[src/rtl/pc_gen_if.sv]
// Fetch-stage control bundle between the pipeline and the PC generator.
// master drives the decode/exception controls, slave (pc_gen) returns the fetch state.
interface pc_gen_if;
  logic        F_stall;
  logic        D_fire;
  logic [31:0] D_pc;
  logic [2:0]  NPCOp;
  logic        b_result;
  logic [31:0] b_offset;
  logic [25:0] j_address;
  logic [31:0] reg_address;
  logic        req;
  logic        D_eret;
  logic [31:0] EPC;
  logic [31:0] F_pc;
  logic [31:0] npc;
  logic        F_adel;
  logic        ras_empty;
  logic        ras_full;
  logic        ras_miss;

  modport master (
    output F_stall, D_fire, D_pc, NPCOp, b_result, b_offset, j_address,
           reg_address, req, D_eret, EPC,
    input  F_pc, npc, F_adel, ras_empty, ras_full, ras_miss
  );

  modport slave (
    input  F_stall, D_fire, D_pc, NPCOp, b_result, b_offset, j_address,
           reg_address, req, D_eret, EPC,
    output F_pc, npc, F_adel, ras_empty, ras_full, ras_miss
  );
endinterface

[src/rtl/pc_gen.sv]
// Fetch PC generator: prioritised next-PC selection plus an advisory
// return-address stack that flags jr $ra predictions that would have missed.
module pc_gen #(
  parameter logic [31:0] RESET_PC   = 32'h0000_3000,
  parameter logic [31:0] EXC_VEC    = 32'h0000_4180,
  parameter int          RAS_DEPTH  = 4,
  parameter logic [31:0] IMEM_BASE  = 32'h0000_3000,
  parameter logic [31:0] IMEM_LIMIT = 32'h0000_6FFF
) (
  input  logic     clk,
  input  logic     reset,
  pc_gen_if.slave  bus
);

  localparam int PW = $clog2(RAS_DEPTH);
  localparam int CW = PW + 1;
  localparam logic [CW-1:0] FULL_COUNT = CW'(RAS_DEPTH);

  typedef enum logic [2:0] {
    OP_SEQ    = 3'b000,
    OP_BRANCH = 3'b001,
    OP_J      = 3'b010,
    OP_JR     = 3'b011,
    OP_JAL    = 3'b100,
    OP_JR_RA  = 3'b101
  } npc_op_e;

  npc_op_e     op;
  logic [31:0] f_pc;
  logic [31:0] npc;
  logic [31:0] link_pc;
  logic [31:0] branch_pc;
  logic [31:0] jump_pc;

  assign op        = npc_op_e'(bus.NPCOp);
  assign link_pc   = bus.D_pc + 32'd4;
  assign branch_pc = link_pc + (bus.b_offset << 2);
  assign jump_pc   = {link_pc[31:28], bus.j_address, 2'b00};

  // NOTE: every signal assigned in always_comb gets a default first, so no path leaves it unassigned and no latch is inferred.
  always_comb begin
    npc = f_pc + 32'd4;
    if (bus.req) begin
      npc = EXC_VEC;
    end else if (bus.D_eret) begin
      npc = bus.EPC;
    end else begin
      case (op)
        OP_BRANCH:        if (bus.b_result) npc = branch_pc;
        OP_J, OP_JAL:     npc = jump_pc;
        OP_JR, OP_JR_RA:  npc = bus.reg_address;
        default:          ;
      endcase
    end
  end

  // Exceptions and eret redirect fetch even while the front end is stalled.
  // NOTE: sequential state uses non-blocking assignments so every flop samples pre-edge values.
  always_ff @(posedge clk or negedge reset) begin
    if (!reset) begin
      f_pc <= RESET_PC;
    end else if (!bus.F_stall || bus.req || bus.D_eret) begin
      f_pc <= npc;
    end
  end

  logic [31:0]   ras_mem [RAS_DEPTH];
  logic [PW-1:0] ptr;
  logic [PW-1:0] top_idx;
  logic [CW-1:0] count;
  logic          miss;
  logic          push;
  logic          pop;

  assign push    = bus.D_fire && !bus.req && (op == OP_JAL);
  assign pop     = bus.D_fire && !bus.req && (op == OP_JR_RA);
  assign top_idx = ptr - PW'(1);

  // NOTE: stack storage has no reset; entries above count are never read, so clearing them would only cost reset fan-out.
  always_ff @(posedge clk) begin
    if (push) begin
      ras_mem[ptr] <= bus.D_pc + 32'd8;
    end
  end

  // The write pointer wraps, so a push into a full stack replaces the oldest entry.
  always_ff @(posedge clk or negedge reset) begin
    if (!reset) begin
      ptr   <= '0;
      count <= '0;
      miss  <= 1'b0;
    end else begin
      miss <= 1'b0;
      if (push) begin
        ptr <= ptr + PW'(1);
        if (count != FULL_COUNT) begin
          count <= count + CW'(1);
        end
      end else if (pop) begin
        if (count == '0) begin
          miss <= 1'b1;
        end else begin
          ptr   <= top_idx;
          count <= count - CW'(1);
          miss  <= (ras_mem[top_idx] != bus.reg_address);
        end
      end
    end
  end

  assign bus.F_pc      = f_pc;
  assign bus.npc       = npc;
  assign bus.F_adel    = (f_pc[1:0] != 2'b00) || (f_pc < IMEM_BASE) || (f_pc > IMEM_LIMIT);
  assign bus.ras_empty = (count == '0);
  assign bus.ras_full  = (count == FULL_COUNT);
  assign bus.ras_miss  = miss;

endmodule

[src/flat_wrapper.sv]
// flat-port wrapper written by rule: the top's interface ports become plain ports
module pc_gen_flat 
#(
  parameter logic [31:0] RESET_PC   = 32'h0000_3000,
  parameter logic [31:0] EXC_VEC    = 32'h0000_4180,
  parameter int          RAS_DEPTH  = 4,
  parameter logic [31:0] IMEM_BASE  = 32'h0000_3000,
  parameter logic [31:0] IMEM_LIMIT = 32'h0000_6FFF
)
  (clk, reset, bus_F_stall, bus_D_fire, bus_D_pc, bus_NPCOp, bus_b_result, bus_b_offset, bus_j_address, bus_reg_address, bus_req, bus_D_eret, bus_EPC, bus_F_pc, bus_npc, bus_F_adel, bus_ras_empty, bus_ras_full, bus_ras_miss);
  pc_gen_if bus_i ();
  input  logic clk;
  input  logic reset;
  input wire logic [$bits(bus_i.F_stall)-1:0] bus_F_stall;
  input wire logic [$bits(bus_i.D_fire)-1:0] bus_D_fire;
  input wire logic [$bits(bus_i.D_pc)-1:0] bus_D_pc;
  input wire logic [$bits(bus_i.NPCOp)-1:0] bus_NPCOp;
  input wire logic [$bits(bus_i.b_result)-1:0] bus_b_result;
  input wire logic [$bits(bus_i.b_offset)-1:0] bus_b_offset;
  input wire logic [$bits(bus_i.j_address)-1:0] bus_j_address;
  input wire logic [$bits(bus_i.reg_address)-1:0] bus_reg_address;
  input wire logic [$bits(bus_i.req)-1:0] bus_req;
  input wire logic [$bits(bus_i.D_eret)-1:0] bus_D_eret;
  input wire logic [$bits(bus_i.EPC)-1:0] bus_EPC;
  output wire logic [$bits(bus_i.F_pc)-1:0] bus_F_pc;
  output wire logic [$bits(bus_i.npc)-1:0] bus_npc;
  output wire logic [$bits(bus_i.F_adel)-1:0] bus_F_adel;
  output wire logic [$bits(bus_i.ras_empty)-1:0] bus_ras_empty;
  output wire logic [$bits(bus_i.ras_full)-1:0] bus_ras_full;
  output wire logic [$bits(bus_i.ras_miss)-1:0] bus_ras_miss;
  assign bus_i.F_stall = bus_F_stall;
  assign bus_i.D_fire = bus_D_fire;
  assign bus_i.D_pc = bus_D_pc;
  assign bus_i.NPCOp = bus_NPCOp;
  assign bus_i.b_result = bus_b_result;
  assign bus_i.b_offset = bus_b_offset;
  assign bus_i.j_address = bus_j_address;
  assign bus_i.reg_address = bus_reg_address;
  assign bus_i.req = bus_req;
  assign bus_i.D_eret = bus_D_eret;
  assign bus_i.EPC = bus_EPC;
  assign bus_F_pc = bus_i.F_pc;
  assign bus_npc = bus_i.npc;
  assign bus_F_adel = bus_i.F_adel;
  assign bus_ras_empty = bus_i.ras_empty;
  assign bus_ras_full = bus_i.ras_full;
  assign bus_ras_miss = bus_i.ras_miss;
  pc_gen #(.RESET_PC(RESET_PC), .EXC_VEC(EXC_VEC), .RAS_DEPTH(RAS_DEPTH), .IMEM_BASE(IMEM_BASE), .IMEM_LIMIT(IMEM_LIMIT)) u_core (.clk(clk), .reset(reset), .bus(bus_i));
endmodule
[config.mk]
export PLATFORM = sky130hd
export DESIGN_NAME = pc_gen_flat
export DESIGN_NICKNAME = d
export VERILOG_FILES = /design/src/rtl/pc_gen_if.sv /design/src/rtl/pc_gen.sv /design/src/flat_wrapper.sv
export SDC_FILE = /design/constraint.sdc
export NUM_CORES = 1
export LEC_CHECK = 0
export CORE_MARGIN = 4
export CORE_UTILIZATION = 57
export CTS_CLUSTER_DIAMETER = 100
export CTS_CLUSTER_SIZE = 24
export DETAILED_ROUTE_END_ITERATION = 10
export GPL_TIMING_DRIVEN = 0
export PLACE_DENSITY = 0.89
export SLEW_MARGIN = 20
export SYNTH_ARGS = -nofsm -noshare
export SYNTH_HDL_FRONTEND = slang
export SYNTH_SLANG_ARGS = --single-unit
[constraint.sdc]
create_clock -name clk -period 8.7 [get_ports clk]
set_input_delay 0.87 -clock clk [delete_from_list [all_inputs] [get_ports clk]]
set_output_delay 0.87 -clock clk [all_outputs]
set_load 0.005 [all_outputs]
==> results.yml, run 1 <==
outcome:
  status: "complete, no violations"
yosys:
  post_synth.cell_area_avg_um2: 10.3
  yosysSeqAreaShare: 0.416
  yosysWarnings: 0
  synth_top_area_cell: "edfxtp_1"
  synth_top_area_frac: 0.333
  syn_nets: 1325
  synth.distinct_cells: 76
  syn_inst: 1119
  synth_area_um2: 11500
  synth-edff-count: 128
  synth_seq_cells: 166
  yosys_most_used_dff: "edfxtp_1"
  synth.area.top_cells: "edfxtp_1 (33%), dfrtp_1 (7.8%), xnor2_1 (7.1%)"
  ys_async_sr_fraction: 0.229
power:
  power.leakage_nw: 5.26
  p_per_area_nw_per_um2: 193
  switching_share: 0.369
  internal-power_w: 0.00180
  power.share.clock: 0.279
  ir_drop_mv: 0.167
  comb_power_share: 0.392
  pwr-share-seq: 0.328
  p_sw_w: 0.00105
cts:
  numCtsBuffers: 17
  clockRootBuffer: "clkbuf_16"
  cts_tree: "yes"
  cts.sinks: 166
  post_cts_buffers: 0
  clk_pin_slew_ns: 0.08
  htreeDepth: 4
  cts_hold_buf: 0
  ctsLongestPathBuffers: 2
  clk_latency_ns: 0.45
  cts-resized-gates: 0
timing:
  setup_viol: 0
  worst_slew_pin_slew_ns: 0.926
  fin_crit_sh: 0.859
  fin_setup_tns_ns: 0
  fmax_mhz: 134
  hold_violations: 0
  layout_min_cycle_time_ns: 7.47
  fin_skew_ns: 0.0125
  rsz0062_at_grt: "no"
  max-slew-margin-rel: 0.380
  slew_viol_final: 0
floorplanning:
  start_util: 0.586
  dieArea_um2: 22600
  core_area_um2: 19700
  num_rows: 51
  die_h_um: 150
  die_width_um: 150
  pin_count: 232
routing:
  vias: 11000
  first_iter_violations: 1476
  dr.pass1.iters: 8
  wl_um: 42900
  drc_errors: 0
  vias_per_cell: 6.70
  final_antenna_net_count: 0
  wire_per_inst_um: 26.2
global_route:
  grt_pass1_vias: 10700
  grt_overflow: 0
  grtUsageTotal: 0.377
  grt_max_degree: 32
  grt_pass1_wl_um: 63200
  antenna_found_initial: 1
worst_setup_path:
  r2r-start: "u_core.ptr[0]"
  start_kind: "input pin"
  worstPathMaxFanout: 12
  arrival_ns: 6.60
  critical_path_class: "in2out"
  cp_data_required_time_ns: 7.83
  r2r_cells: 11
  r2r_end: "u_core.bus.ras_miss"
  r2r_slack_ns: 4.17
  end_kind: "output pin"
place:
  dp_hpwl_um: 33400
  placed_cell_area_um2: 14100
  place.gp.congestion: 0.999
  dp_cells: 1606
  io_buffer_count: 217
hold_path:
  hold_class: "in2async"
finish:
  drive_above_1_share: 0.0969
  finalNetCount: 1566
  syn2layout_area_growth_pct: 28.1
  postLayoutCellArea_um2: 14800
  instances_no_fill: 1639
flow_run:
  cap_violations: 0
[synthesized netlist by cell type, types with 4 or more instances]
cell type  instances
nor3b_1            4
ha_1              40
nand2b_1           4
a211o_1            5
o21a_1            11
mux2_2            17
o21ai_1            6
nor2b_1            5
nor3_1            21
dfrtp_1           36
and3_1            11
nor3_2             4
xor2_1            43
nor4_2             4
and2_1             9
o221ai_1           5
xnor2_1           94
a21o_1            10
mux4_2            32
clkbuf_1          44
o31ai_1            7
nand3_1           38
nor4_1            11
a21oi_1           77
nor2_1            77
buf_2              7
inv_1             27
o22ai_1           11
nand4_1           29
a22oi_1           12
mux2i_1           21
a31oi_1            8
buf_1              4
o211ai_1           8
edfxtp_1         128
o21bai_1           5
or2_2              4
or3_1              6
and4_1             5
a211oi_1           5
o21ai_0           68
nand2_1          101
[power by group through the flow]
| stage | Clock (W) | Combinational (W) | Sequential [W] |
|---|---|---|---|
| floorplan | 0 | 0.000683 | 0.000938 |
| global route | 0.000828 | 0.00117 | 0.000939 |
| detailed placement | 0 | 0.00109 | 0.000950 |
| CTS | 0.000789 | 0.00110 | 0.000933 |
| finish | 0.000796 | 0.00112 | 0.000935 |
| global placement | 0 | 0.00106 | 0.000948 |
[final cells by class]
cell class / count / area (µm²)
fill: 1382 / 4890
buffer: 58 / 245
tap: 265 / 332
inverter: 27 / 101
multi-input combinational: 868 / 6390
clock inverter: 15 / 193
clock buffer: 17 / 425
antenna: 1 / 2.50
timing repair buffer: 222 / 2280
sequential: 166 / 4800
[state kept, by name, indices dropped and copies added, names as in the netlist]
signal               count
u_core.bus.ras_miss      1
u_core.ptr               2
u_core.bus.F_pc         32
u_core.count             3
u_core.ras_mem         128
[metal layers]
layer  GRT usage  vias up  share of wire
li1            -     4704              -
met1       0.477     5140           0.35
met2       0.613      945           0.46
met3      0.0825      193           0.12
met4       0.191        0          0.059
met5           0        -              0
[cells by family (layout without fill, tap and decap cells)]
group / Yosys count / after routing / synth area share
other: 0 / 1 / 0
adders and majority gates: 42 / 42 / 0.0469
AOI/OAI and AO/OA: 274 / 274 / 0.151
DFF: 166 / 166 / 0.416
muxes: 70 / 70 / 0.0974
xor gates and xnor gates: 137 / 137 / 0.104
buffers and inverters: 85 / 339 / 0.0301
and+or+nand+nor: 345 / 345 / 0.154
[critical path: stages]
cell and delay, ns:
clkdlybuf4s50_1 0.90, ha_1 0.33, nand3_1 0.17, nor2_1 0.62, nand2_1 0.27, nor2_1 0.27, nand3_1 0.14, xnor2_1 0.17
ha_1 0.41, and3_1 0.26, nand2_1 0.07, o211ai_1 0.27, a21oi_1 0.12, o31a_1 0.35, o311ai_1 0.27, a31oi_1 0.15
a211oi_1 0.38, clkdlybuf4s50_1 0.57
[cells in the final DEF, fill, tap and decap left out, types with 6 or more instances in the layout]
master / synthesis / layout
nand2_1: 101 / 101
a22oi_1: 12 / 12
buf_2: 7 / 8
o21ai_1: 6 / 6
nor4_1: 11 / 11
edfxtp_1: 128 / 128
clkinv_8: 0 / 6
clkdlybuf4s50_1: 0 / 216
nand3_1: 38 / 38
nor3_1: 21 / 21
xnor2_1: 94 / 94
o31ai_1: 7 / 7
o22ai_1: 11 / 11
clkbuf_16: 0 / 17
and3_1: 11 / 7
nand4_1: 29 / 29
a21o_1: 10 / 10
xor2_1: 43 / 43
ha_1: 40 / 40
inv_1: 27 / 27
o21a_1: 11 / 11
mux2i_1: 21 / 21
dfrtp_1: 36 / 36
o211ai_1: 8 / 8
o21ai_0: 68 / 68
mux2_2: 17 / 17
or3_1: 6 / 6
a21oi_1: 77 / 77
nor2_1: 77 / 77
and2_1: 9 / 9
mux4_2: 32 / 32
clkbuf_1: 44 / 44
a31oi_1: 8 / 8
[through the flow]
step | hold slack, ns | total power (W) | util | setup WS, ns
after CTS | 0.266 | 0.00282 | 0.751 | 1.38
after global routing | 0.274 | 0.00294 | 0.751 | 1.00
final | 0.262 | 0.00285 | 0.751 | 1.23
after global placement | 0.529 | 0.00201 | 0.714 | 1.55
after detailed placement | 0.539 | 0.00204 | 0.720 | 1.46
after floorplan | 0.500 | 0.00162 | - | 3.72
[worst max path at each step]
stage                      from           to  slack (ns)  cells past startpoint
floorplan           bus_D_pc[6]  bus_npc[29]        3.72                     18
global placement    bus_D_pc[2]  bus_npc[27]        1.55                     18
detailed placement  bus_D_pc[2]  bus_npc[27]        1.46                     18
CTS                 bus_D_pc[2]  bus_npc[27]        1.38                     18
global route        bus_D_pc[2]  bus_npc[27]        1.00                     18
finish              bus_D_pc[2]  bus_npc[27]        1.23                     18
Power figures use the tool's default switching activity.
==> run 2: changes to the inputs <==
Settings changed: CORE_UTILIZATION 57 to 53, PLACE_DENSITY 0.89 to 0.84.
Clock period 8.7 ns to 8.1 ns, I/O delays scaled along.
==> run 2 against run 1 <==
Compared with the run above:
- clock power rose by 3.1%
- largest cell class unchanged
- critical path type unchanged
- sequential power rose by 8%
- setup slack lost 0.47 ns
- cell count is 0.55% higher
- die area is 7.1% higher
- utilization down 5.7 points
- global-route usage fell by 3.4 points
- highest routed layer is now met5
- non-clock buffer count stayed put
==> results.yml, run 2 (synthesis results as in run 1) <==
global_route:
  met3_usage: 0.0682
  use_met2: 0.562
  antenna_found_initial: 1
  grt_max_degree: 31
  grtUsageTotal: 0.343
  grt-busiest-layer: "met2"
  grt_pass1_vias: 10200
  grt_util_met1: 0.454
  grt_overflow: 0
  grt_pass1_wl_um: 62600
worst_setup_path:
  cp_data_required_time_ns: 7.29
  arrival_ns: 6.53
  critical_path_class: "in2out"
  start_kind: "input pin"
  r2r_cells: 11
  end_kind: "output pin"
  timing.critical_path.cells: "clkdlybuf4s50_1 -> ha_1 -> nand3_1 -> nor2_1 -> nand2_1 -> nor2_1 -> nand3_1 -> xnor2_1 -> ha_1 -> and3_1 -> nand2_1 -> o211ai_1 -> a21oi_1 -> nor4_1 -> or3_1 -> a31oi_1 -> o21ai_1 -> clkdlybuf4s50_1"
  r2r-start: "u_core.ptr[0]"
  critPathSlowestCell: "clkdlybuf4s50_1"
  r2r_slack_ns: 3.75
  worstPathMaxFanout: 12
  r2r_end: "u_core.bus.ras_miss"
  cp_slowest_stage_delay_ns: 0.85
cts:
  cts.sinks: 166
  ctsLongestPathBuffers: 2
  clockRootBuffer: "clkbuf_16"
  numCtsBuffers: 17
  post_cts_buffers: 0
  cts_hold_buf: 0
  cts_tree: "yes"
  clk_latency_ns: 0.44
  cts-resized-gates: 0
  clk_pin_slew_ns: 0.07
  htreeDepth: 4
timing:
  setup_viol: 0
  fin_skew_ns: 0.00641
  hold_violations: 0
  layout_min_cycle_time_ns: 7.34
  slew_viol_final: 0
  max-slew-margin-rel: 0.378
  fmax_mhz: 136
  holdWs_ns: 0.216
  rsz0062_at_grt: "no"
  worst_slew_pin_slew_ns: 0.930
  fin_setup_tns_ns: 0
  fin_crit_sh: 0.906
power:
  pwr-share-seq: 0.334
  internal-power_w: 0.00192
  p_sw_w: 0.00109
  switching_share: 0.362
  power.share.clock: 0.273
  ir_drop_mv: 0.162
  comb_power_share: 0.393
  p_per_area_nw_per_um2: 204
  power_w: 0.00301
  power.leakage_nw: 5.24
floorplanning:
  start_util: 0.543
  die_h_um: 155
  num_rows: 53
  pin_count: 232
  core_area_um2: 21200
  die_width_um: 155
  dieArea_um2: 24200
place:
  place.gp.congestion: 1.01
  dp_hpwl_um: 33200
  io_buffer_count: 217
routing:
  first_iter_violations: 1292
  dr.pass1.iters: 8
  final_antenna_net_count: 0
  drc_errors: 0
  vias_per_cell: 6.46
  wl_um: 42200
  vias: 10600
  wire_per_inst_um: 25.6
hold_path:
  hold_class: "in2async"
finish:
  layout_commonest_cell: "clkdlybuf4s50_1"
  layout_common_cells: "clkdlybuf4s50_1 (216), edfxtp_1 (128), nand2_1 (101)"
  drive_above_1_share: 0.0961
  num_antenna_cells: 0
  regMostFlops: "u_core.ras_mem"
  finalNetCount: 1566
  largest_reg_flops: 128
  syn2layout_area_growth_pct: 27.8
flow_run:
  cap_violations: 0
outcome:
  status: "complete, no violations"
## run 2: metal layers
| metal | routed length, µm | vias up |
|---|---|---|
| li1 | - | 4714 |
| met1 | 15900 | 5107 |
| met2 | 20200 | 719 |
| met3 | 4500 | 96 |
| met5 | 7 | - |
| met4 | 1530 | 2 |
## run 2: area by class of cell
| type | instances | area [µm²] |
|---|---|---|
| fill | 1579 | 6480 |
| multi-input combinational | 868 | 6390 |
| sequential | 166 | 4800 |
| timing repair buffer | 222 | 2270 |
| clock buffer | 17 | 425 |
| tap | 275 | 344 |
| buffer | 58 | 245 |
| clock inverter | 15 | 160 |
| inverter | 27 | 101 |
## run 2: power by group through the flow
stage | sequential [W] | clock, W | combinational [W]
5_1_grt | 0.00101 | 0.000857 | 0.00125
3_5_place_dp | 0.00102 | 0 | 0.00116
6_report | 0.00101 | 0.000821 | 0.00118
2_1_floorplan | 0.00101 | 0 | 0.000734
3_3_place_gp | 0.00102 | 0 | 0.00113
4_1_cts | 0.00100 | 0.000819 | 0.00117
## run 2: worst max-delay path by stage
stage	startpoint	to	slack (ns)	cells past startpoint
after detailed placement	bus_D_pc[2]	bus_npc[31]	0.92	18
after CTS	bus_D_pc[2]	bus_npc[31]	0.93	18
after global placement	bus_D_pc[2]	bus_npc[31]	1.07	18
final	bus_D_pc[2]	bus_npc[31]	0.76	18
after floorplan	bus_D_pc[6]	bus_npc[29]	3.24	18
after global routing	bus_D_pc[2]	bus_npc[31]	0.47	18
## run 2: worst max-delay path: cells and delay by family
family                     cells  cell delay, ns
adders and majority gates      2            0.71
AOI/OAI and AO/OA              4            0.90
buffers and inverters          2            1.43
xor gates and xnor gates       1            0.18
and+or+nand+nor                9            2.49
## run 2: per-stage QoR
step	setup slack, ns	std cells	util	cell area (µm²)
global placement	1.07	1611	0.662	14000
detailed placement	0.919	1616	0.667	14100
global route	0.467	1648	0.694	14700
CTS	0.931	1648	0.694	14700
finish	0.758	1648	0.694	14700
floorplan	3.24	1119	-	11500
==> run 3: changes to the inputs <==
Settings changed: CORE_MARGIN 4 to 3, MAX_ROUTING_LAYER set to met4, SKIP_CTS_REPAIR_TIMING set to 1.
==> run 3 against run 2 <==
Compared with the run above:
- largest cell class unchanged
- setup slack improved by 0.17 ns
- cell area rose by 0.23%
- highest routed layer is now met4
- utilization rose by 0.16 points
- register-to-register slack got worse by 0.15 ns
==> results.yml, run 3 (synthesis results as in run 1) <==
routing:
  wl_um: 41200
  vias: 10600
  wire_per_inst_um: 25.0
  first_iter_violations: 1163
  vias_per_cell: 6.44
  final_antenna_net_count: 0
  drc_errors: 0
  dr.pass1.iters: 6
outcome:
  status: "complete, no violations"
worst_setup_path:
  arrival_ns: 6.36
  r2r_cells: 11
  cp_data_required_time_ns: 7.29
  worstPathMaxFanout: 10
  end_kind: "output pin"
  start_kind: "input pin"
  r2r_slack_ns: 3.60
  critical_path_class: "in2out"
timing:
  fin_skew_ns: 0.0111
  slew_viol_final: 0
  fin_setup_tns_ns: 0
  fin_crit_sh: 0.886
  layout_min_cycle_time_ns: 7.17
  holdWs_ns: 0.226
  hold_violations: 0
  worst_slew_pin_slew_ns: 1.03
  rsz0062_at_grt: "no"
  setup_viol: 0
  fmax_mhz: 139
  max-slew-margin-rel: 0.312
finish:
  largest_reg_flops: 128
  instances_no_fill: 1648
  drive_above_1_share: 0.0969
  layout_commonest_cell: "clkdlybuf4s50_1"
  regMostFlops: "u_core.ras_mem"
  syn2layout_area_growth_pct: 28.1
  layout_common_cells: "clkdlybuf4s50_1 (216), edfxtp_1 (128), nand2_1 (101)"
  num_antenna_cells: 0
  finalNetCount: 1566
cts:
  cts.sinks: 166
  clk_latency_ns: 0.45
  numCtsBuffers: 17
  clk_pin_slew_ns: 0.08
  htreeDepth: 4
  clockRootBuffer: "clkbuf_16"
  cts_tree: "yes"
  ctsLongestPathBuffers: 2
place:
  dp_hpwl_um: 32500
  io_buffer_count: 217
  place.gp.congestion: 1.03
  dp_cells: 1616
global_route:
  grt_pass1_vias: 10300
  antenna_found_initial: 0
  grt_max_degree: 30
  grt_overflow: 0
  grtUsageTotal: 0.355
  grt_pass1_wl_um: 62000
power:
  p_per_area_nw_per_um2: 205
  power.leakage_nw: 5.26
  ir_drop_mv: 0.146
floorplanning:
  start_util: 0.543
  die_width_um: 153
  core_area_um2: 21200
  pin_count: 232
  num_rows: 53
  die_h_um: 153
  dieArea_um2: 23600
flow_run:
  cap_violations: 0
hold_path:
  hold_class: "in2async"
run 3: cell types whose count changed in the layout (fill, tap and decap cells not counted), sizes merged:
| cell | previous run | this run |
|---|---|---|
| clkinvlp | 1 | 0 |
| clkinv | 7 | 5 |
| inv | 34 | 37 |
run 3: per-stage QoR:
step                 util  worst slack [ns]  power (W)  area (µm²)
finish              0.696             0.927    0.00303       14800
global route        0.696             0.684    0.00315       14800
CTS                 0.696              1.11    0.00302       14800
detailed placement  0.667              1.15    0.00219       14200
global placement    0.662              1.18    0.00216       14000
floorplan               -              3.24    0.00174       11500
run 3: area by class of cell:
class	count	area, µm²
sequential	166	4800
inverter	27	101
fill	1652	6450
clock buffer	17	425
tap	275	344
buffer	58	245
multi-input combinational	868	6390
timing repair buffer	222	2280
clock inverter	15	186
run 3: metal layers:
metal,GRT usage,part of all wire,wire length (µm),up-vias
met5,-,0,0,-
met3,0.0762,0.11,4470,104
met4,0.155,0.045,1870,0
met1,0.456,0.38,15700,5106
li1,-,-,-,4699
met2,0.549,0.46,19100,706
run 3: worst max-delay path: stages:
cell,delay (ns)
clkdlybuf4s50_1,0.57
ha_1,0.33
nand2_1,0.23
nor4_2,0.45
nand3_1,0.20
nor2_2,0.27
nand3_2,0.17
nor3_2,0.33
nand2_1,0.11
xnor2_1,0.33
ha_1,0.29
clkbuf_1,0.23
and3_1,0.21
a211o_1,0.26
a21oi_1,0.18
xor2_1,0.09
nand2_1,0.07
mux2i_1,0.10
o311ai_1,0.51
clkdlybuf4s50_1,0.60
run 3: path summary, 6_finish.rpt:
| kind | end | startpoint |
|---|---|---|
| max reg2reg | u_core.bus.ras_miss | u_core.ptr[0] |
| max | bus_npc[29] | bus_D_pc[4] |
| min reg2reg | u_core.bus.F_pc[13] | u_core.bus.F_pc[13] |
| min | u_core.bus.F_pc[4] | reset |
| max in group asynchronous | u_core.bus.F_pc[12] | reset |
| min in group clk | u_core.bus.F_pc[13] | u_core.bus.F_pc[13] |
run 3: power breakdown:
group / total [W] / switching, W / internal, W / leakage, nW
combinational: 0.00118 / 0.000631 / 0.000552 / 3.33
clock: 0.000846 / 0.000422 / 0.000424 / 0.298
sequential: 0.00101 / 0.0000510 / 0.000954 / 1.63
total: 0.00303 / 0.00110 / 0.00193 / 5.26
